===== src/rtl/if_id_stage.sv =====
// IF/ID pipeline register with a one-entry skid buffer, halt detection and
// flush/stall priority handling for a 16-bit pipeline.
module if_id_stage (
    input  logic        clk,
    input  logic        rst,
    input  logic [15:0] instr,
    input  logic [15:0] PC_incr,
    input  logic        IMemStall,
    input  logic        HazardStall,
    input  logic        DMemStall,
    input  logic        Flush,
    output logic [15:0] if_id_instr,
    output logic [15:0] if_id_PC_incr,
    output logic        if_id_valid,
    output logic        pcHold,
    output logic        fetchHalted
);

    localparam logic [15:0] NOP = 16'h0800;

    typedef enum logic [1:0] {
        RUN    = 2'd0,
        SKID   = 2'd1,
        HALTED = 2'd2
    } state_t;

    state_t      state_reg;
    logic [31:0] skid_reg;
    logic        load;

    function automatic logic is_halt(input logic [15:0] w);
        return (w[15:11] == 5'b00000);
    endfunction

    // Flush beats the hazard stall, but a data-memory stall freezes everything.
    assign load        = ~DMemStall & (Flush | ~HazardStall);
    assign pcHold      = (state_reg != RUN) | IMemStall | DMemStall;
    assign fetchHalted = (state_reg == HALTED);

    always_ff @(posedge clk or negedge rst) begin
        if (!rst) begin
            if_id_instr   <= NOP;
            if_id_PC_incr <= 16'h0000;
            if_id_valid   <= 1'b0;
            skid_reg      <= 32'h0000_0000;
            state_reg     <= RUN;
        end else if (load) begin
            if (Flush) begin
                if_id_instr   <= NOP;
                if_id_PC_incr <= 16'h0000;
                if_id_valid   <= 1'b0;
                skid_reg      <= 32'h0000_0000;
                state_reg     <= RUN;
            end else begin
                case (state_reg)
                    SKID: begin
                        if_id_instr   <= skid_reg[31:16];
                        if_id_PC_incr <= skid_reg[15:0];
                        if_id_valid   <= 1'b1;
                        state_reg     <= is_halt(skid_reg[31:16]) ? HALTED : RUN;
                    end
                    RUN: begin
                        if (!IMemStall) begin
                            if_id_instr   <= instr;
                            if_id_PC_incr <= PC_incr;
                            if_id_valid   <= 1'b1;
                            state_reg     <= is_halt(instr) ? HALTED : RUN;
                        end else begin
                            if_id_instr <= NOP;
                            if_id_valid <= 1'b0;
                        end
                    end
                    default: begin
                        if_id_instr <= NOP;
                        if_id_valid <= 1'b0;
                    end
                endcase
            end
        end else if (!DMemStall && state_reg == RUN && !IMemStall) begin
            // The PC already advanced past this word, so park it until decode frees up.
            skid_reg  <= {instr, PC_incr};
            state_reg <= SKID;
        end
    end

endmodule


===== config.mk =====
export PLATFORM = sky130hd
export DESIGN_NAME = if_id_stage
export DESIGN_NICKNAME = d
export VERILOG_FILES = /design/src/rtl/if_id_stage.sv
export SDC_FILE = /design/constraint.sdc
export NUM_CORES = 1
export LEC_CHECK = 0
export CAP_MARGIN = 20
export CORE_MARGIN = 2
export CORE_UTILIZATION = 54
export CTS_BUF_LIST = sky130_fd_sc_hd__clkbuf_4 sky130_fd_sc_hd__clkbuf_8
export CTS_CLUSTER_SIZE = 25
export DETAILED_ROUTE_END_ITERATION = 10
export PLACE_DENSITY = 0.85
export SLEW_MARGIN = 20
export SYNTH_ARGS = -nofsm -noshare
export SYNTH_HDL_FRONTEND = slang
export SYNTH_SLANG_ARGS = --single-unit

===== constraint.sdc =====
create_clock -name clk -period 4.35 [get_ports clk]
set_input_delay 0.87 -clock clk [delete_from_list [all_inputs] [get_ports clk]]
set_output_delay 0.87 -clock clk [all_outputs]
set_load 0.02 [all_outputs]

# After elaboration in Yosys (flattened, before gate mapping)

Index checks and enable logic that the tools add are counted.

Flip-flop bits (word level): 67
Bits in latches: 0
RAM bits: 0
Bits in read-only memories: 0
Bits of input ports: 38
Output and inout bits: 35
Memories kept: 0

Add/sub/neg operators: 0
$mul: 0
Divide/modulo/power cells: 0
Order comparisons: 0
Equal/unequal tests: 6
Shift operators: 0
Multiplexer cells: 19
Bitwise operators: 6
Reductions and logical operators: 13

Operators with widths:

| operator                                             | number |
|---|---|
| 2-to-1 mux 32 bit                                    | 3 |
| 2-to-1 mux 16 bit                                    | 4 |
| case mux 16 bit (2 select lines)                     | 2 |
| 2-to-1 mux 2 bit                                     | 6 |
| logical NOT 5 bit                                    | 2 |
| AND reduction 3 bit                                  | 2 |
| != test 4 x 2 -> 1 bit (second input constant)       | 1 |
| != test 4 bit (second input constant)                | 1 |
| case mux 2 bit (2 select lines)                      | 1 |
| nonzero test 2 bit                                   | 2 |
| != test 3 bit (second input constant)                | 1 |
| OR 1 bit                                             | 3 |
| nonzero test 3 bit                                   | 1 |
| equality test 2 x 1 -> 1 bit (second input constant) | 1 |
| equality test 2 bit (second input constant)          | 1 |
| logical AND 1 bit                                    | 2 |
| logical NOT 1 bit                                    | 2 |
| logical NOT 2 bit                                    | 1 |
| 2-to-1 mux 1 bit                                     | 2 |
| != test 2 bit (second input constant)                | 1 |
| NOT 1 bit                                            | 2 |
| case mux 1 bit (2 select lines)                      | 1 |
| AND reduction 2 bit                                  | 1 |
| AND 1 bit                                            | 1 |

# Longest topological paths before layout

Gate-level depths: netlist of the first run.

Depth in word-level cells: 6
Depth in mapped cells: 6
Depth with buffers taken out: 4

# Least setup slack after synthesis of the first run

Ideal clock, no wire load.

Kind: input port to output port
Start: input port IMemStall
End: output port pcHold
Arrival: 1.308 ns
Data required time: 3.480 ns
Slack: 2.172 ns
Cell stages on the path: 1
Cell sequence: or3_4

Cells in the longest elaborated chain, start to end: 2

Ends and longest elaborated chain:

| what                   | line | text |
|---|---|---|
| start: declaration     | 8    | `input logic IMemStall,` |
| OR 1 bit (2 in series) | 37   | `assign pcHold = (state_reg != RUN) \| IMemStall \| DMemStall;` |
| end: declaration       | 15   | `output logic pcHold,` |

No other way between the ends.

# Worst setup path in the final report of the first run

Start: register state_reg[0]
End: output port pcHold

Cells in the longest elaborated chain, start to end: 3

Ends and longest elaborated chain:

| what                     | line | text |
|---|---|---|
| start: declaration       | 27   | `state_t state_reg;` |
| start signal: assignment | 60   | `state_reg <= is_halt(skid_reg[31:16]) ? HALTED : RUN;` |
| start signal: assignment | 67   | `state_reg <= is_halt(instr) ? HALTED : RUN;` |
| nonzero test 2 bit       | 37   |  |
| OR 1 bit (2 in series)   | 37   |  |

No other way between the ends.

==> results of run 1 <==
power breakdown:
group | total (W) | internal, W | switching, W
combinational | 0.000317 | 0.000155 | 0.000162
clock | 0.000570 | 0.000355 | 0.000214
sequential | 0.000721 | 0.000681 | 0.0000399
total | 0.00161 | 0.00119 | 0.000416
kinds of logic (layout without fill, tap and decap cells):
group	count (synthesis)	after routing	synth area share, %
buf+inv	20	93	3.51
simple gates	69	69	11.2
flops	67	67	58.2
compound gates	87	87	20.8
mux	16	16	6.25
Yosys cell counts:
cell type  instances
o21bai_1           1
nor2_1             3
or2_1              1
o21ai_0           19
a21oi_1           18
o31ai_1            1
clkbuf_1           9
nand2b_2           1
dfstp_2            1
nor2_8             1
nand2b_1           3
buf_2              3
nor2b_1            1
dfrtp_1           66
or3_1              1
nand2_1           50
buf_1              3
nor3_1             2
a22oi_1           16
inv_1              2
nor3b_1            1
buf_6              3
nor2_2             1
or3_4              2
a22o_1            32
mux2_2            16
nor4_1             2
final cells by class:
type	count	area [sq um]	area share (%)
flip-flops and latches	67	1680	43.4
well taps	70	87.6	2.27
repair buffers	76	758	19.6
inverters	2	7.51	0.194
multi-input cells	172	1110	28.8
clock buffers	13	160	4.15
clock inverters	2	60.1	1.55
stage by stage:
step	setup slack (ns)	cells
5_1_grt	0.760	402
6_report	0.819	402
3_3_place_gp	1.12	386
3_5_place_dp	1.10	386
2_1_floorplan	2.17	259
4_1_cts	0.835	401
worst max path at each step:
stage / slack, ns / end
final: 0.82 / pcHold
after global routing: 0.76 / pcHold
after detailed placement: 1.10 / pcHold
after CTS: 0.83 / pcHold
after floorplan: 2.17 / pcHold
after global placement: 1.12 / pcHold
per-layer routing:
metal  GRT usage (%)  vias up  share of wire [%]
met5               0        -                  0
met4            11.6        0                2.4
met3            6.24       18                7.1
met2            38.0      100                 50
met1            30.4     1125                 41
li1                -     1070                  -
worst max-delay path, stage by stage (launching register included):
cell and delay (ns):
dfrtp_1 0.81, or2_1 0.62, or3_4 0.29, clkdlybuf4s50_1 0.61
cells in the final DEF, fill, tap and decap left out, types with 2 or more instances in the layout:
master,instances
clkdlybuf4s50_1,71
dfrtp_1,66
nand2_1,50
a22o_1,32
o21ai_0,19
a21oi_1,18
mux2_2,16
a22oi_1,16
clkbuf_8,10
nand2b_1,3
clkbuf_4,3
buf_4,3
or3_4,2
nor2_2,2
nor2_1,2
nor4_1,2
nor3_1,2
inv_1,2
bufinv_16,2
==> reports/qor.yml, run 1 <==
status:
  status: "finished clean"
setup_path:
  r2r-end: "skid_reg[18]"
  critical_path_required_ns: 3.48
  crit_arrival_ns: 2.66
  path_class: "register to output pin"
  r2r_start: "state_reg[0]"
  worstSetupEndpointType: "output pin"
  worst-r2r-setup-slack_ns: 1.92
  cp-start-kind: "register"
  reg2regPathDepth: 4
  startpoint: "state_reg[0]"
  cp_max_fo: 23
die:
  dieHeight_microns: 77.1
  rows: 26
  dieArea_sq_um: 5940
  die_x_microns: 77.1
  start_util_pct: 56.1
  io_pins: 73
  core_sq_um: 5140
worst_hold_path:
  hp-class: "input port to asynchronous set/reset pin"
sta:
  period_needed_ns: 3.53
  max_freq_mhz: 283
  rsz0062_at_grt: "no"
  hold_slack_ns: 0.416
  tns_ns: 0
  finalMaxSlewViolations: 0
  skew_ns: 0.00631
  tightest_slew_ns: 1.03
  period_share_pct: 81.2
  slew_headroom_pct: 31.2
  final_hold_viol_count: 0
  setup_viol_count_final: 0
drt:
  ant_nets: 0
  drt-total-wl_microns: 6750
  wl_per_cell_microns: 16.8
  detail_route.vias_per_cell: 5.75
  drc: 0
  dr.pass1.iters: 4
  vias: 2313
  drt_iter0_drc: 117
clock_tree:
  clk_pin_slew_ns: 0.07
  cts_tree: "done"
  postCtsSetupBuffers: 0
  clk-insertion-delay-late_ns: 0.33
  cts_inserted_buffers: 9
  cts_max_path_buffers: 2
  cts_resized: 0
  cts_hold_buf: 0
  htreeDepth: 3
  cts.sinks: 67
  cts_root_buf: "clkbuf_8"
synthesis:
  syn_area_sq_um: 2880
  synth.net_count: 297
  synth_area_leaders: "dfrtp_1 57%, a22o_1 9.7%, nand2_1 6.5%"
  yosys.area.top_type: "dfrtp_1"
  yosysSeqAreaShare_pct: 58.2
  yosysWarningCount: 0
  ys_seq_elements: 67
  avgSynthCellArea_sq_um: 11.1
  synth_cell_types: 27
  syn_inst: 259
  yosys.area.top_type_share_pct: 57.3
grt:
  grt_usage_pct: 23.8
  grt_pass1_wl_microns: 11100
  grt.overflow.total: 0
  grt_antenna_before_repair: 0
  grt_max_degree: 47
  grt_pass1_vias: 2307
cells_and_area:
  finish.net_count: 366
  largest_reg_flops: 32
  diodes: 0
  nFillCells: 382
  drive_above_1_share_pct: 13.3
  final_area_sq_um: 3860
  utilization_pct: 75.1
  synthToLayoutAreaGrowth_pct: 33.9
placed_design:
  port_buffers: 72
  post_dp_cell_area_sq_um: 3620
  dp_hpwl_microns: 4500
  gp_congestion: 0.768
power:
  power_density_nw_per_um2: 416
  fin_total_pwr_w: 0.00161
  p_leak_nw: 1.74
  ir_worst_vdd_v: 0.000316
run:
  cap_violations: 0
Power figures use the tool's default switching activity.
==> run 2, diff against run 1 <==
Settings changed: CORE_UTILIZATION 54 to 46, PLACE_DENSITY 0.85 to 0.77.
Clock period 4.35 ns to 3.15 ns, I/O delays scaled along.
==> reports/qor.yml, run 2 (synthesis results as in run 1) <==
power:
  combinationalPowerShare_pct: 22.0  # was 19.7%
  power.share.clock_pct: 30.4  # was 35.4%
  ir_worst_vdd_v: 0.000357  # was 0.000316 V
  switching_share_pct: 28.5  # was 25.9%
  seqPwrFrac_pct: 47.6  # was 44.8%
  p_leak_nw: 1.75  # was 1.74 nW
  power_density_nw_per_um2: 537  # was 416 nW/um^2
  p_switching_w: 0.000589  # was 0.000416 W
  p_int_w: 0.00148  # was 0.00119 W
clock_tree:
  cts_inserted_buffers: 9  # unchanged
  cts_hold_buf: 0  # unchanged
  postCtsSetupBuffers: 0  # unchanged
  clk-insertion-delay-late_ns: 0.34  # was 0.33 ns
  cts.sinks: 67  # unchanged
  htreeDepth: 3  # unchanged
  cts_tree: "done"  # unchanged
  cts_max_path_buffers: 2  # unchanged
  cts_root_buf: "clkbuf_8"  # unchanged
  cts_resized: 0  # unchanged
  clk_pin_slew_ns: 0.07  # about the same
cells_and_area:
  nFillCells: 489  # was 382
  multi_input_area_sq_um: 1110  # about the same
  utilization_pct: 64.3  # was 75.1%
  final_cell_mix: "71 x clkdlybuf4s50_1, 66 x dfrtp_1, 50 x nand2_1"  # unchanged
  final_area_sq_um: 3850  # was 3860 sq um
  fin_cells: 412  # was 402
  layout_commonest_cell: "clkdlybuf4s50_1"  # unchanged
  synthToLayoutAreaGrowth_pct: 33.5  # was 33.9%
  finish.net_count: 371  # was 366
  diodes: 0  # unchanged
  regArea_sq_um: 1680  # unchanged
  drive_above_1_share_pct: 14.2  # was 13.3%
  largest_reg_flops: 32  # unchanged
setup_path:
  cpPeakStageDelay_ns: 0.56  # was 0.81 ns
  worst-r2r-setup-slack_ns: 1.16  # was 1.92 ns
  crit_arrival_ns: 2.15  # was 2.66 ns
  crit_path_frequent_cell: "clkdlybuf4s50_1"
  worstPathBufferInverterCount: 2  # was 1
  crit_family: "buffers and inverters"  # was simple AND/OR/NAND/NOR gates
  critical_path_required_ns: 2.52  # was 3.48 ns
  startpoint: "IMemStall"  # was state_reg[0]
  worstSetupEndpointType: "output pin"  # unchanged
  cp_cell_sequence: "clkdlybuf4s50_1 > or3_4 > clkdlybuf4s50_1"  # was or2_1 > or3_4 > clkdlybuf4s50_1
  crit_slowest_cell: "clkdlybuf4s50_1"  # was dfrtp_1
  r2r_start: "state_reg[1]"  # was state_reg[0]
  path_class: "input port to output pin"  # was register to output pin
  cp-start-kind: "input port"  # was register
  cp_max_fo: 5  # was 23
sta:
  tightest_slew_ns: 0.770  # was 1.03 ns
  finalMaxSlewViolations: 0  # unchanged
  rsz0062_at_grt: "no"  # unchanged
  slew_headroom_pct: 48.6  # was 31.2%
  setup_viol_count_final: 0  # unchanged
  tns_ns: 0  # unchanged
  final_hold_viol_count: 0  # unchanged
  max_freq_mhz: 360
  skew_ns: 0.00607  # was 0.00631 ns
  period_needed_ns: 2.78
  period_share_pct: 88.2
grt:
  grt_pass1_wl_microns: 11600  # was 11100 microns
  grt_antenna_before_repair: 0  # unchanged
  grt_max_degree: 35  # was 47
  grt.overflow.total: 0  # unchanged
  grt_pass1_vias: 2385  # was 2307
  grt_usage_pct: 21.1  # was 23.8%
placed_design:
  dp.cells: 397  # was 386
  gp_congestion: 0.773  # was 0.768
  dp_hpwl_microns: 4460  # was 4500 microns
  post_dp_cell_area_sq_um: 3680  # was 3620 sq um
  port_buffers: 72  # unchanged
status:
  status: "finished clean"  # unchanged
die:
  core_sq_um: 5990  # was 5140 sq um
  rows: 28  # was 26
  start_util_pct: 48.1  # was 56.1%
  dieArea_sq_um: 6920  # was 5940 sq um
  dieHeight_microns: 83.2  # was 77.1 microns
  die_x_microns: 83.2  # was 77.1 microns
  io_pins: 73  # unchanged
drt:
  dr.pass1.iters: 4  # unchanged
  detail_route.vias_per_cell: 5.55  # was 5.75
  wl_per_cell_microns: 16.4  # was 16.8 microns
  drt_iter0_drc: 128  # was 117
  vias: 2286  # was 2313
  ant_nets: 0  # unchanged
  drt-total-wl_microns: 6750  # about the same
  drc: 0  # unchanged
worst_hold_path:
  hp-class: "input port to asynchronous set/reset pin"  # unchanged
run:
  cap_violations: 0  # unchanged
run 2: worst paths after layout:
| kind | cells past startpoint | end |
|---|---|---|
| worst max-delay path | 3 | pcHold |
| worst min-delay path | 1 | skid_reg[14] |
| worst max register to register | 6 | skid_reg[30] |
| worst min register to register | 2 | if_id_instr[8] |
| max in group asynchronous | 2 | if_id_instr[11] |
| min in group clk | 2 | if_id_instr[8] |
run 2: cell type report:
type / count / share of cell area, %
Clock buffer: 12 / 3.96
Clock inverter: 3 / 0.390
Inverter: 2 / 0.195
Multi-Input combinational cell: 172 / 28.8
Sequential cell: 67 / 43.6
Tap cell: 75 / 2.44
Timing Repair Buffer: 81 / 20.7
run 2: power groups by stage:
stage,clock [W],sequential (W),combinational [W]
2_1_floorplan,0,0.00106,0.000170
3_3_place_gp,0,0.000998,0.000453
3_5_place_dp,0,0.00100,0.000460
4_1_cts,0.000646,0.000986,0.000461
5_1_grt,0.000686,0.000997,0.000496
6_report,0.000628,0.000985,0.000455
run 2: stage by stage:
| stage | hold WS, ns | total power [W] | setup WS (ns) |
|---|---|---|---|
| 6_report | 0.361 | 0.00207 | 0.373 |
| 3_5_place_dp | 0.470 | 0.00146 | 0.369 |
| 5_1_grt | 0.414 | 0.00218 | 0.338 |
| 3_3_place_gp | 0.460 | 0.00145 | 0.402 |
| 2_1_floorplan | 0.334 | 0.00123 | 1.36 |
| 4_1_cts | 0.381 | 0.00209 | 0.368 |
run 2: per-layer routing:
layer	vias up	part of all wire (%)	track usage, %
met5	-	0	0
met1	1124	45	27.5
met4	0	1.2	5.51
met3	10	5.1	7.26
met2	70	49	33.7
li1	1082	-	-
==> run 3, diff against run 2 <==
Settings changed: ABC_AREA set to 1, CORE_UTILIZATION 46 to 47.
==> reports/qor.yml, run 3 <==
run:
  cap_violations: 0  # unchanged
grt:
  grt_antenna_before_repair: 0  # unchanged
  gr-usage-met2_pct: 33.7  # about the same
  grt.overflow.total: 0  # unchanged
  met3_usage_pct: 3.95  # was 7.26%
  grt_pass1_wl_microns: 13000  # was 11600 microns
  grt_most_used_layer: "met2"  # unchanged
  grt_max_degree: 42  # was 35
  use_met1_pct: 32.1  # was 27.5%
  grt_usage_pct: 22.6  # was 21.1%
  grt_pass1_vias: 2726  # was 2385
setup_path:
  cpPeakStageDelay_ns: 0.60  # was 0.56 ns
  endpoint: "pcHold"  # unchanged
  worstSetupEndpointType: "output pin"  # unchanged
  path_depth: 4  # was 3
  cp_cell_sequence: "clkdlybuf4s50_1 > inv_1 > nand2_1 > clkdlybuf4s50_1"  # was clkdlybuf4s50_1 > or3_4 > clkdlybuf4s50_1
  worstPathBufferInverterCount: 3  # was 2
  crit_path_frequent_cell: "clkdlybuf4s50_1"  # unchanged
  r2r-end: "skid_reg[18]"  # was skid_reg[30]
  crit_arrival_ns: 1.97  # was 2.15 ns
  r2r_start: "state_reg[1]"  # unchanged
  critical_path_required_ns: 2.52  # about the same
  cp_max_fo: 3  # was 5
  worst-r2r-setup-slack_ns: 0.94  # was 1.16 ns
  reg2regPathDepth: 8  # was 6
  crit_family: "buffers and inverters"  # unchanged
  crit_slowest_cell: "clkdlybuf4s50_1"  # unchanged
  startpoint: "DMemStall"  # was IMemStall
  cp-start-kind: "input port"  # unchanged
  path_class: "input port to output pin"  # unchanged
synthesis:
  synthMostInstantiatedCell: "nand2_1"  # was dfrtp_1
  synth.net_count: 437  # was 297
  synth_area_leaders: "dfrtp_1 53%, nand2_1 20%, o21ai_0 4.8%"  # was dfrtp_1 57%, a22o_1 9.7%, nand2_1 6.5%
  synth_cell_types: 25  # was 27
  syn_inst: 399  # was 259
  async_reset_ff_share_pct: 100  # unchanged
  yosysSeqAreaShare_pct: 53.7  # was 58.2%
  avgSynthCellArea_sq_um: 7.83  # was 11.1 sq um
  ys.flop_type: "dfrtp_1"  # unchanged
  syn_area_sq_um: 3130  # was 2880 sq um
  yosys.area.top_type_share_pct: 52.8  # was 57.3%
  yosysWarningCount: 0  # unchanged
  synth_edf_count: 0  # unchanged
  ys_seq_elements: 67  # unchanged
  synthTopCellsByCount: "166 x nand2_1, 66 x dfrtp_1, 39 x nor2_1"  # was 66 x dfrtp_1, 50 x nand2_1, 32 x a22o_1
  yosys.area.top_type: "dfrtp_1"  # unchanged
placed_design:
  port_buffers: 72  # unchanged
  gp_congestion: 0.748  # was 0.773
  dp.cells: 534  # was 397
  post_dp_cell_area_sq_um: 3880  # was 3680 sq um
  dp_hpwl_microns: 4950  # was 4460 microns
sta:
  slew_headroom_pct: 43.1  # was 48.6%
  hold_slack_ns: 0.318  # was 0.361 ns
  tns_ns: 0  # unchanged
  final_hold_viol_count: 0  # unchanged
  finalMaxSlewViolations: 0  # unchanged
  period_needed_ns: 2.60  # was 2.78 ns
  max_freq_mhz: 385  # was 360 MHz
  tightest_slew_ns: 0.849  # was 0.770 ns
  period_share_pct: 82.5  # was 88.2%
  rsz0062_at_grt: "no"  # unchanged
  setup_viol_count_final: 0  # unchanged
  skew_ns: 0.00617  # was 0.00607 ns
power:
  combinationalPowerShare_pct: 22.3  # was 22.0%
  p_int_w: 0.00163  # was 0.00148 W
  p_leak_nw: 2.04  # was 1.75 nW
  power_density_nw_per_um2: 563  # was 537 nW/um^2
  p_switching_w: 0.000674  # was 0.000589 W
  switching_share_pct: 29.2  # was 28.5%
  power.share.clock_pct: 34.1  # was 30.4%
  seqPwrFrac_pct: 43.6  # was 47.6%
  ir_worst_vdd_v: 0.000317  # was 0.000357 V
clock_tree:
  cts_root_buf: "clkbuf_8"  # unchanged
  cts_tree: "done"  # unchanged
  cts.sinks: 67  # unchanged
  cts_max_path_buffers: 2  # unchanged
  cts_hold_buf: 0  # unchanged
  clk_pin_slew_ns: 0.07  # about the same
  htreeDepth: 3  # unchanged
  cts_resized: 0  # unchanged
  postCtsSetupBuffers: 0  # unchanged
  clk-insertion-delay-late_ns: 0.34  # about the same
  cts_inserted_buffers: 9  # unchanged
cells_and_area:
  nFillCells: 536  # was 489
  regArea_sq_um: 1680  # unchanged
  finish.net_count: 506  # was 371
  largest_reg_flops: 32  # unchanged
  layout_commonest_cell: "nand2_1"  # was clkdlybuf4s50_1
  fin_cells: 550  # was 412
  synthToLayoutAreaGrowth_pct: 31.2  # was 33.5%
  multi_input_area_sq_um: 1250  # was 1110 sq um
  final_cell_mix: "166 x nand2_1, 71 x clkdlybuf4s50_1, 66 x dfrtp_1"  # was 71 x clkdlybuf4s50_1, 66 x dfrtp_1, 50 x nand2_1
  diodes: 0  # unchanged
  drive_above_1_share_pct: 7.40  # was 14.2%
  final_area_sq_um: 4100  # was 3850 sq um
drt:
  ant_nets: 0  # unchanged
  detail_route.vias_per_cell: 5.18  # was 5.55
  drc: 0  # unchanged
  dr.pass1.iters: 5  # was 4
  drt_iter0_drc: 203  # was 128
  vias: 2851  # was 2286
  wl_per_cell_microns: 13.8  # was 16.4 microns
  drt-total-wl_microns: 7580  # was 6750 microns
die:
  dieHeight_microns: 85.5  # was 83.2 microns
  die_x_microns: 85.5  # was 83.2 microns
  core_sq_um: 6390  # was 5990 sq um
  start_util_pct: 48.9  # was 48.1%
  rows: 29  # was 28
  dieArea_sq_um: 7320  # was 6920 sq um
  io_pins: 73  # unchanged
worst_hold_path:
  hp-class: "input port to asynchronous set/reset pin"  # unchanged
status:
  status: "finished clean"  # unchanged
-- run 3: layout make-up --
type,count,area share [%]
Clock inverter,5,1.89
Timing Repair Buffer,76,18.5
Inverter,25,2.35
Multi-Input combinational cell,289,30.6
Sequential cell,67,40.9
Tap cell,77,2.35
Clock buffer,11,3.39
-- run 3: worst register-to-register path: cells and delay by family, from the launching register on --
| family | cells | cell delay [ns] |
|---|---|---|
| flops | 1 | 0.45 |
| compound gates | 1 | 0.09 |
| simple gates | 4 | 0.71 |
| buf+inv | 3 | 0.89 |
-- run 3: kinds of logic after synthesis --
family / Yosys count / share of synthesized area [%]
buf+inv: 43 / 6.17
simple gates: 236 / 31.0
compound gates: 53 / 9.17
flops: 67 / 53.7
-- run 3: worst min-delay path by stage --
stage                           start                 to  slack, ns  depth (start not counted)
floorplan                         rst   if_id_PC_incr[0]       0.33                          0
global placement      if_id_instr[14]    if_id_instr[14]       0.46                          2
detailed placement  if_id_PC_incr[11]  if_id_PC_incr[11]       0.46                          2
CTS                               rst  if_id_PC_incr[13]       0.32                          1
global route                      rst  if_id_PC_incr[12]       0.35                          1
finish                            rst  if_id_PC_incr[15]       0.32                          1
-- run 3: power by group through the flow --
stage | combinational, W | clock, W | sequential (W)
finish | 0.000515 | 0.000787 | 0.00101
global route | 0.000569 | 0.000841 | 0.00102
CTS | 0.000519 | 0.000801 | 0.00101
detailed placement | 0.000514 | 0 | 0.00102
global placement | 0.000507 | 0 | 0.00102
floorplan | 0.000209 | 0 | 0.00108
-- run 3: through the flow --
stage / util [%] / total power, W / setup slack [ns]
2_1_floorplan: - / 0.00129 / 1.41
4_1_cts: 64.2 / 0.00233 / 0.535
3_5_place_dp: 60.8 / 0.00154 / 0.535
6_report: 64.2 / 0.00231 / 0.550
3_3_place_gp: 60.8 / 0.00152 / 0.540
5_1_grt: 64.2 / 0.00243 / 0.501
-- run 3: routing by layer --
layer  routed length (microns)  part of all wire, %  vias to the layer above
met5                         0                    0                        -
met4                       155                  2.0                        0
met3                       426                  5.6                       14
met2                      3530                   47                       94
met1                      3470                   46                     1351
li1                          -                    -                     1392
